==> config.mk <==
export PLATFORM = sky130hd
export DESIGN_NAME = lcd_bus_reader_flat
export DESIGN_NICKNAME = d
export VERILOG_FILES = /design/src/rtl/lcd_bus_reader_if.sv /design/src/rtl/lcd_bus_reader.sv /design/src/flat_wrapper.sv
export SDC_FILE = /design/constraint.sdc
export NUM_CORES = 1
export LEC_CHECK = 0
export CORE_MARGIN = 1
export CORE_UTILIZATION = 45
export CTS_CLUSTER_DIAMETER = 150
export CTS_CLUSTER_SIZE = 16
export DETAILED_ROUTE_END_ITERATION = 8
export GPL_ROUTABILITY_DRIVEN = 0
export PLACE_DENSITY = 0.67
export SYNTH_ARGS = -nofsm -noshare
export SYNTH_HDL_FRONTEND = slang
export SYNTH_SLANG_ARGS = --single-unit
export TNS_END_PERCENT = 1
==> constraint.sdc <==
create_clock -name clk -period 3.5 [get_ports clk]
set_input_delay 1.05 -clock clk [delete_from_list [all_inputs] [get_ports clk]]
set_output_delay 1.05 -clock clk [all_outputs]
set_load 0.005 [all_outputs]
==> src/rtl/lcd_bus_reader_if.sv <==
// Handshake and LCD pin bundle for the read-side LCD engine.
// The master side is the requester plus the LCD pad (it supplies DB_in);
// the slave side is the reader engine itself.
interface lcd_bus_reader_if;
  logic       req;
  logic       req_rs;
  logic       req_poll;
  logic       ready;
  logic [7:0] rdata;
  logic       rvalid;
  logic       timeout;
  logic       bus_active;
  logic       db_release;
  logic       E;
  logic       RW;
  logic       RS;
  logic [3:0] DB_in;

  modport master (
    output req, req_rs, req_poll, DB_in,
    input  ready, rdata, rvalid, timeout, bus_active, db_release, E, RW, RS
  );

  modport slave (
    input  req, req_rs, req_poll, DB_in,
    output ready, rdata, rvalid, timeout, bus_active, db_release, E, RW, RS
  );
endinterface

==> src/rtl/lcd_bus_reader.sv <==
// Read-side engine for an HD44780-style LCD in 4-bit mode. Issues RW=1 read
// cycles (two E pulses per byte) and returns the busy/address byte or a data
// byte, optionally polling the busy flag with a bounded retry count.
//
// state | meaning
// IDLE  | bus released, ready for a request
// SETUP | E low, RS/RW stable before the first E rise
// EH1   | E high, high nibble sampled on the last high cycle
// GAP   | E low between the two nibbles
// EH2   | E high, low nibble sampled on the last high cycle
// HOLD  | E low, RW still high after the last E fall
// DONE  | RW low, byte published, decide retry or finish
// RETRY | E low, RW high, spacing before the next busy-flag read
module lcd_bus_reader #(
  parameter int SETUP_CYC = 8,
  parameter int EPW_CYC   = 48,
  parameter int GAP_CYC   = 56,
  parameter int HOLD_CYC  = 4,
  parameter int MAX_POLLS = 1000
) (
  input logic              clk,
  input logic              reset,
  lcd_bus_reader_if.slave  bus
);

  localparam int MAX_A  = (SETUP_CYC > EPW_CYC) ? SETUP_CYC : EPW_CYC;
  localparam int MAX_B  = (GAP_CYC > HOLD_CYC) ? GAP_CYC : HOLD_CYC;
  localparam int MAX_PH = (MAX_A > MAX_B) ? MAX_A : MAX_B;
  localparam int CW     = (MAX_PH > 1) ? $clog2(MAX_PH) : 1;
  localparam int PW     = $clog2(MAX_POLLS + 1);
  localparam logic [PW:0] POLL_LIMIT = MAX_POLLS[PW:0];

  typedef enum logic [2:0] {
    IDLE, SETUP, EH1, GAP, EH2, HOLD, DONE, RETRY
  } state_t;

  state_t        state;
  logic [CW-1:0] cnt;
  logic [PW-1:0] poll_cnt;
  logic [PW:0]   poll_next;
  logic          poll_en;
  logic          retry;
  logic [3:0]    hi;
  logic [3:0]    lo;
  logic          last;

  logic          ready_q;
  logic [7:0]    rdata_q;
  logic          rvalid_q;
  logic          timeout_q;
  logic          bus_active_q;
  logic          db_release_q;
  logic          e_q;
  logic          rw_q;
  logic          rs_q;

  assign last      = (cnt == '0);
  assign poll_next = {1'b0, poll_cnt} + (PW + 1)'(1);

  // Read sequencer: phase timing, nibble capture and poll decision, all outputs registered.
  always_ff @(posedge clk) begin
    if (!reset) begin
      state        <= IDLE;
      cnt          <= '0;
      poll_cnt     <= '0;
      poll_en      <= 1'b0;
      retry        <= 1'b0;
      hi           <= '0;
      lo           <= '0;
      ready_q      <= 1'b1;
      rdata_q      <= '0;
      rvalid_q     <= 1'b0;
      timeout_q    <= 1'b0;
      bus_active_q <= 1'b0;
      db_release_q <= 1'b0;
      e_q          <= 1'b0;
      rw_q         <= 1'b0;
      rs_q         <= 1'b0;
    end else begin
      case (state)
        IDLE: begin
          if (bus.req && ready_q) begin
            state        <= SETUP;
            cnt          <= CW'(SETUP_CYC - 1);
            poll_cnt     <= '0;
            poll_en      <= bus.req_poll & ~bus.req_rs;
            rs_q         <= bus.req_rs;
            rw_q         <= 1'b1;
            db_release_q <= 1'b1;
            bus_active_q <= 1'b1;
            ready_q      <= 1'b0;
          end
        end
        SETUP: begin
          if (last) begin
            state <= EH1;
            e_q   <= 1'b1;
            cnt   <= CW'(EPW_CYC - 1);
          end else begin
            cnt <= cnt - CW'(1);
          end
        end
        EH1: begin
          if (last) begin
            hi    <= bus.DB_in;
            state <= GAP;
            e_q   <= 1'b0;
            cnt   <= CW'(GAP_CYC - 1);
          end else begin
            cnt <= cnt - CW'(1);
          end
        end
        GAP: begin
          if (last) begin
            state <= EH2;
            e_q   <= 1'b1;
            cnt   <= CW'(EPW_CYC - 1);
          end else begin
            cnt <= cnt - CW'(1);
          end
        end
        EH2: begin
          if (last) begin
            lo    <= bus.DB_in;
            state <= HOLD;
            e_q   <= 1'b0;
            cnt   <= CW'(HOLD_CYC - 1);
          end else begin
            cnt <= cnt - CW'(1);
          end
        end
        HOLD: begin
          if (last) begin
            // The poll decision is made here so rvalid/timeout are
            // registered into the DONE cycle together with rdata.
            state   <= DONE;
            rw_q    <= 1'b0;
            rdata_q <= {hi, lo};
            if (poll_en && hi[3] && (poll_next < POLL_LIMIT)) begin
              retry    <= 1'b1;
              poll_cnt <= poll_cnt + PW'(1);
            end else begin
              retry     <= 1'b0;
              rvalid_q  <= 1'b1;
              timeout_q <= poll_en & hi[3];
            end
          end else begin
            cnt <= cnt - CW'(1);
          end
        end
        DONE: begin
          rvalid_q  <= 1'b0;
          timeout_q <= 1'b0;
          if (retry) begin
            state <= RETRY;
            rw_q  <= 1'b1;
            cnt   <= CW'(GAP_CYC - 1);
          end else begin
            // RW already fell on entry to DONE, so DB drivers can come back now.
            state        <= IDLE;
            db_release_q <= 1'b0;
            bus_active_q <= 1'b0;
            ready_q      <= 1'b1;
          end
        end
        RETRY: begin
          if (last) begin
            state <= SETUP;
            cnt   <= CW'(SETUP_CYC - 1);
          end else begin
            cnt <= cnt - CW'(1);
          end
        end
        default: begin
          state <= IDLE;
        end
      endcase
    end
  end

  assign bus.ready      = ready_q;
  assign bus.rdata      = rdata_q;
  assign bus.rvalid     = rvalid_q;
  assign bus.timeout    = timeout_q;
  assign bus.bus_active = bus_active_q;
  assign bus.db_release = db_release_q;
  assign bus.E          = e_q;
  assign bus.RW         = rw_q;
  assign bus.RS         = rs_q;

endmodule

==> src/flat_wrapper.sv <==
// flat-port wrapper written by rule: the top's interface ports become plain ports
module lcd_bus_reader_flat 
#(
  parameter int SETUP_CYC = 8,
  parameter int EPW_CYC   = 48,
  parameter int GAP_CYC   = 56,
  parameter int HOLD_CYC  = 4,
  parameter int MAX_POLLS = 1000
)
  (clk, reset, bus_req, bus_req_rs, bus_req_poll, bus_DB_in, bus_ready, bus_rdata, bus_rvalid, bus_timeout, bus_bus_active, bus_db_release, bus_E, bus_RW, bus_RS);
  lcd_bus_reader_if bus_i ();
  input logic clk;
  input logic reset;
  input wire logic [$bits(bus_i.req)-1:0] bus_req;
  input wire logic [$bits(bus_i.req_rs)-1:0] bus_req_rs;
  input wire logic [$bits(bus_i.req_poll)-1:0] bus_req_poll;
  input wire logic [$bits(bus_i.DB_in)-1:0] bus_DB_in;
  output wire logic [$bits(bus_i.ready)-1:0] bus_ready;
  output wire logic [$bits(bus_i.rdata)-1:0] bus_rdata;
  output wire logic [$bits(bus_i.rvalid)-1:0] bus_rvalid;
  output wire logic [$bits(bus_i.timeout)-1:0] bus_timeout;
  output wire logic [$bits(bus_i.bus_active)-1:0] bus_bus_active;
  output wire logic [$bits(bus_i.db_release)-1:0] bus_db_release;
  output wire logic [$bits(bus_i.E)-1:0] bus_E;
  output wire logic [$bits(bus_i.RW)-1:0] bus_RW;
  output wire logic [$bits(bus_i.RS)-1:0] bus_RS;
  assign bus_i.req = bus_req;
  assign bus_i.req_rs = bus_req_rs;
  assign bus_i.req_poll = bus_req_poll;
  assign bus_i.DB_in = bus_DB_in;
  assign bus_ready = bus_i.ready;
  assign bus_rdata = bus_i.rdata;
  assign bus_rvalid = bus_i.rvalid;
  assign bus_timeout = bus_i.timeout;
  assign bus_bus_active = bus_i.bus_active;
  assign bus_db_release = bus_i.db_release;
  assign bus_E = bus_i.E;
  assign bus_RW = bus_i.RW;
  assign bus_RS = bus_i.RS;
  lcd_bus_reader #(.SETUP_CYC(SETUP_CYC), .EPW_CYC(EPW_CYC), .GAP_CYC(GAP_CYC), .HOLD_CYC(HOLD_CYC), .MAX_POLLS(MAX_POLLS)) u_core (.clk(clk), .reset(reset), .bus(bus_i));
endmodule
==> out/results.ini <==
[synth]
avgSynthCellArea_um2 = 7.74
syn_inst = 286
ys_seq_elements = 44
synthDistinctLibCells = 46
ys_seq_area_frac = 0.398
synth_top_area_frac = 0.398
synth_area_leader_cell = dfxtp_1
syn_area_um2 = 2210
ys_async_sr_fraction = 0
synth_edf_count = 0
synthMostInstantiatedCell = nand2_1
syn_nets = 298
synthTopCellsByArea = dfxtp_1 (40%), nand2_1 (8.1%), nor2_1 (5.6%)
synth_common_cells = nand2_1 (48), dfxtp_1 (44), nor2_1 (33)
yosys_warnings = 0
ys.flop_type = dfxtp_1

[die]
die_h_um = 72.1
row_count = 25
core-area_um2 = 4720
start_util = 0.469
io_pins = 25
dieArea_um2 = 5200
die_w_um = 72.1

[detailed_routing]
dr.pass1.iters = 4
met1_length_um = 2420
routed-wl-met3_um = 180
ant_nets = 0
drt-total-wl_um = 5090
wl_met2_um = 2440
drt_iter0_drc = 191
num_vias = 2089
drc = 0
top_layer = met4
wire_per_inst_um = 13.5
viasPerCell = 5.56

[clocking]
clock-sinks = 44
cts_tree = built
cts_buffer_depth = 2
htree_levels = 2
clkSlewWorstSetupHoldPaths_ns = 0.09
clk_latency_ns = 0.30
ctsHoldBuffers = 0
ctsResizeCount = 0
cts_made_buffers = 5
cts_root_buffer = clkbuf_8
cts_setup_buffers = 0

[power]
p_leak_nw = 0.905
finalPower_mw = 1.25
power_density_nw_per_um2 = 479
ir_drop_mv = 0.383

[layout]
instances_no_fill = 376
fin_util = 0.554
layout.nets = 320
fin_area_um2 = 2620
diodes = 0
final_layout_size_suffix_gt1_frac = 0.0744
area_growth_syn_to_layout_pct = 18.1

[global_route]
grtUsageTotal = 0.213
antenna_found_initial = 0
grt-ovfl-total = 0
grt_pass1_vias = 1879
grt_max_degree = 22
grt_pass1_wl_um = 8780

[critical_path]
crit_chain = ha_1 -> or4_1 -> a211oi_2 -> a211oi_2 -> buf_4 -> or2_1 -> a311oi_2
cp_slowest_cell = or4_1
crit_top_cell = a211oi_2
critPathLaunchType = flip-flop
critPathCaptureType = flip-flop
crit-reg2reg-launch = u_core.poll_cnt[0]$_SDFFE_PN0P_
cp-startpoint = u_core.poll_cnt[0]$_SDFFE_PN0P_
ff2ff_setup_slack_ns = 0.84
worstSetupPathType = flip-flop to flip-flop
cp.arrival_ns = 2.88
path_delay_family = simple AND/OR/NAND/NOR gates
path_buf_inv = 1
critical_path.max_stage_delay_ns = 0.57
critPathMaxFanout = 11
worstPathRequired_ns = 3.72

[placed_design]
placedInstanceArea_um2 = 2520
pre_cts_slack_ns = 0.834
placedCellCount = 368
dp_hpwl_um = 3650
portBuffers = 24

[sta]
fmax_ghz = 0.376
hold_violations = 0
post-route-period-util = 0.761
fin_crit_ns = 2.66
fin_hold_ws_ns = 0.457
slew_headroom = 0.470
layout_setup_ws_ns = 0.838
setup-tns-final_ns = 0
drv_slew = 0
fin_skew_ns = 0.0100
rsz0062_at_grt = false
setup_viol = 0
tightest_slew_ns = 0.790

[min_path]
hold_path.class = flip-flop to flip-flop
worstHoldStart = u_core.bus.rdata[7]$_SDFFE_PN0P_

[run_status]
status = completed

[job]
cap_violations = 0

[placed cells by master, fill, tap and decap left out, drive strengths merged, types with 4 or more instances in the layout]
cell type       n
nor2           33
nor3           10
nand2          48
mux2i           9
inv             6
buf             8
nor2b           5
nand3           8
o21ai          23
o31ai           4
xnor2           4
a211oi          5
dfxtp          44
clkdlybuf4s50  24
clkbuf          5
a21oi          24
[power by group]
part	internal, mW	switching [mW]	total (mW)
combinational	0.150	0.187	0.337
sequential	0.538	0.0499	0.588
clock	0.141	0.187	0.329
[worst reg2reg max path: stages, from the launching register on]
cell and delay, ns:
dfxtp_1 0.38, ha_1 0.35, or4_1 0.57, a211oi_2 0.31, a211oi_2 0.16, buf_4 0.21, or2_1 0.34, a311oi_2 0.26
[state kept, by name, summed over array words and instances, names as in the netlist, 3 cells and up]
register and cells:
u_core.poll_cnt 10, u_core.state 3, u_core.lo 4, u_core.hi 4
u_core.cnt 6, u_core.bus.rdata 8
[per-layer routing]
metal	global-route usage	vias up
met5	0	-
met4	0.0523	0
met3	0.0333	5
met2	0.350	46
met1	0.292	981
li1	-	1057
[kinds of logic (layout without fill, tap and decap cells)]
logic type / after synthesis / count (layout) / share of synthesized area
mux: 10 / 10 / 0.0458
buf+inv: 24 / 47 / 0.0458
compound gates: 76 / 76 / 0.219
xor+xnor: 5 / 5 / 0.0198
simple gates: 124 / 124 / 0.255
fa+ha+maj: 3 / 3 / 0.0170
flops: 44 / 44 / 0.398
[layout make-up]
type | instances | area (um2)
Clock buffer | 5 | 68.8
Clock inverter | 3 | 23.8
Fill cell | 463 | 2110
Inverter | 7 | 26.3
Multi-Input combinational cell | 218 | 1230
Sequential cell | 44 | 881
Tap cell | 67 | 83.8
Timing Repair Buffer | 32 | 300
[worst paths after layout]
path                                           end  cells past startpoint
setup / recovery   u_core.poll_cnt[7]$_SDFFE_PN0P_                      7
hold / removal    u_core.bus.rdata[7]$_SDFFE_PN0P_                      2
setup reg to reg   u_core.poll_cnt[7]$_SDFFE_PN0P_                      7
hold reg to reg   u_core.bus.rdata[7]$_SDFFE_PN0P_                      2
Power figures use the tool's default switching activity.
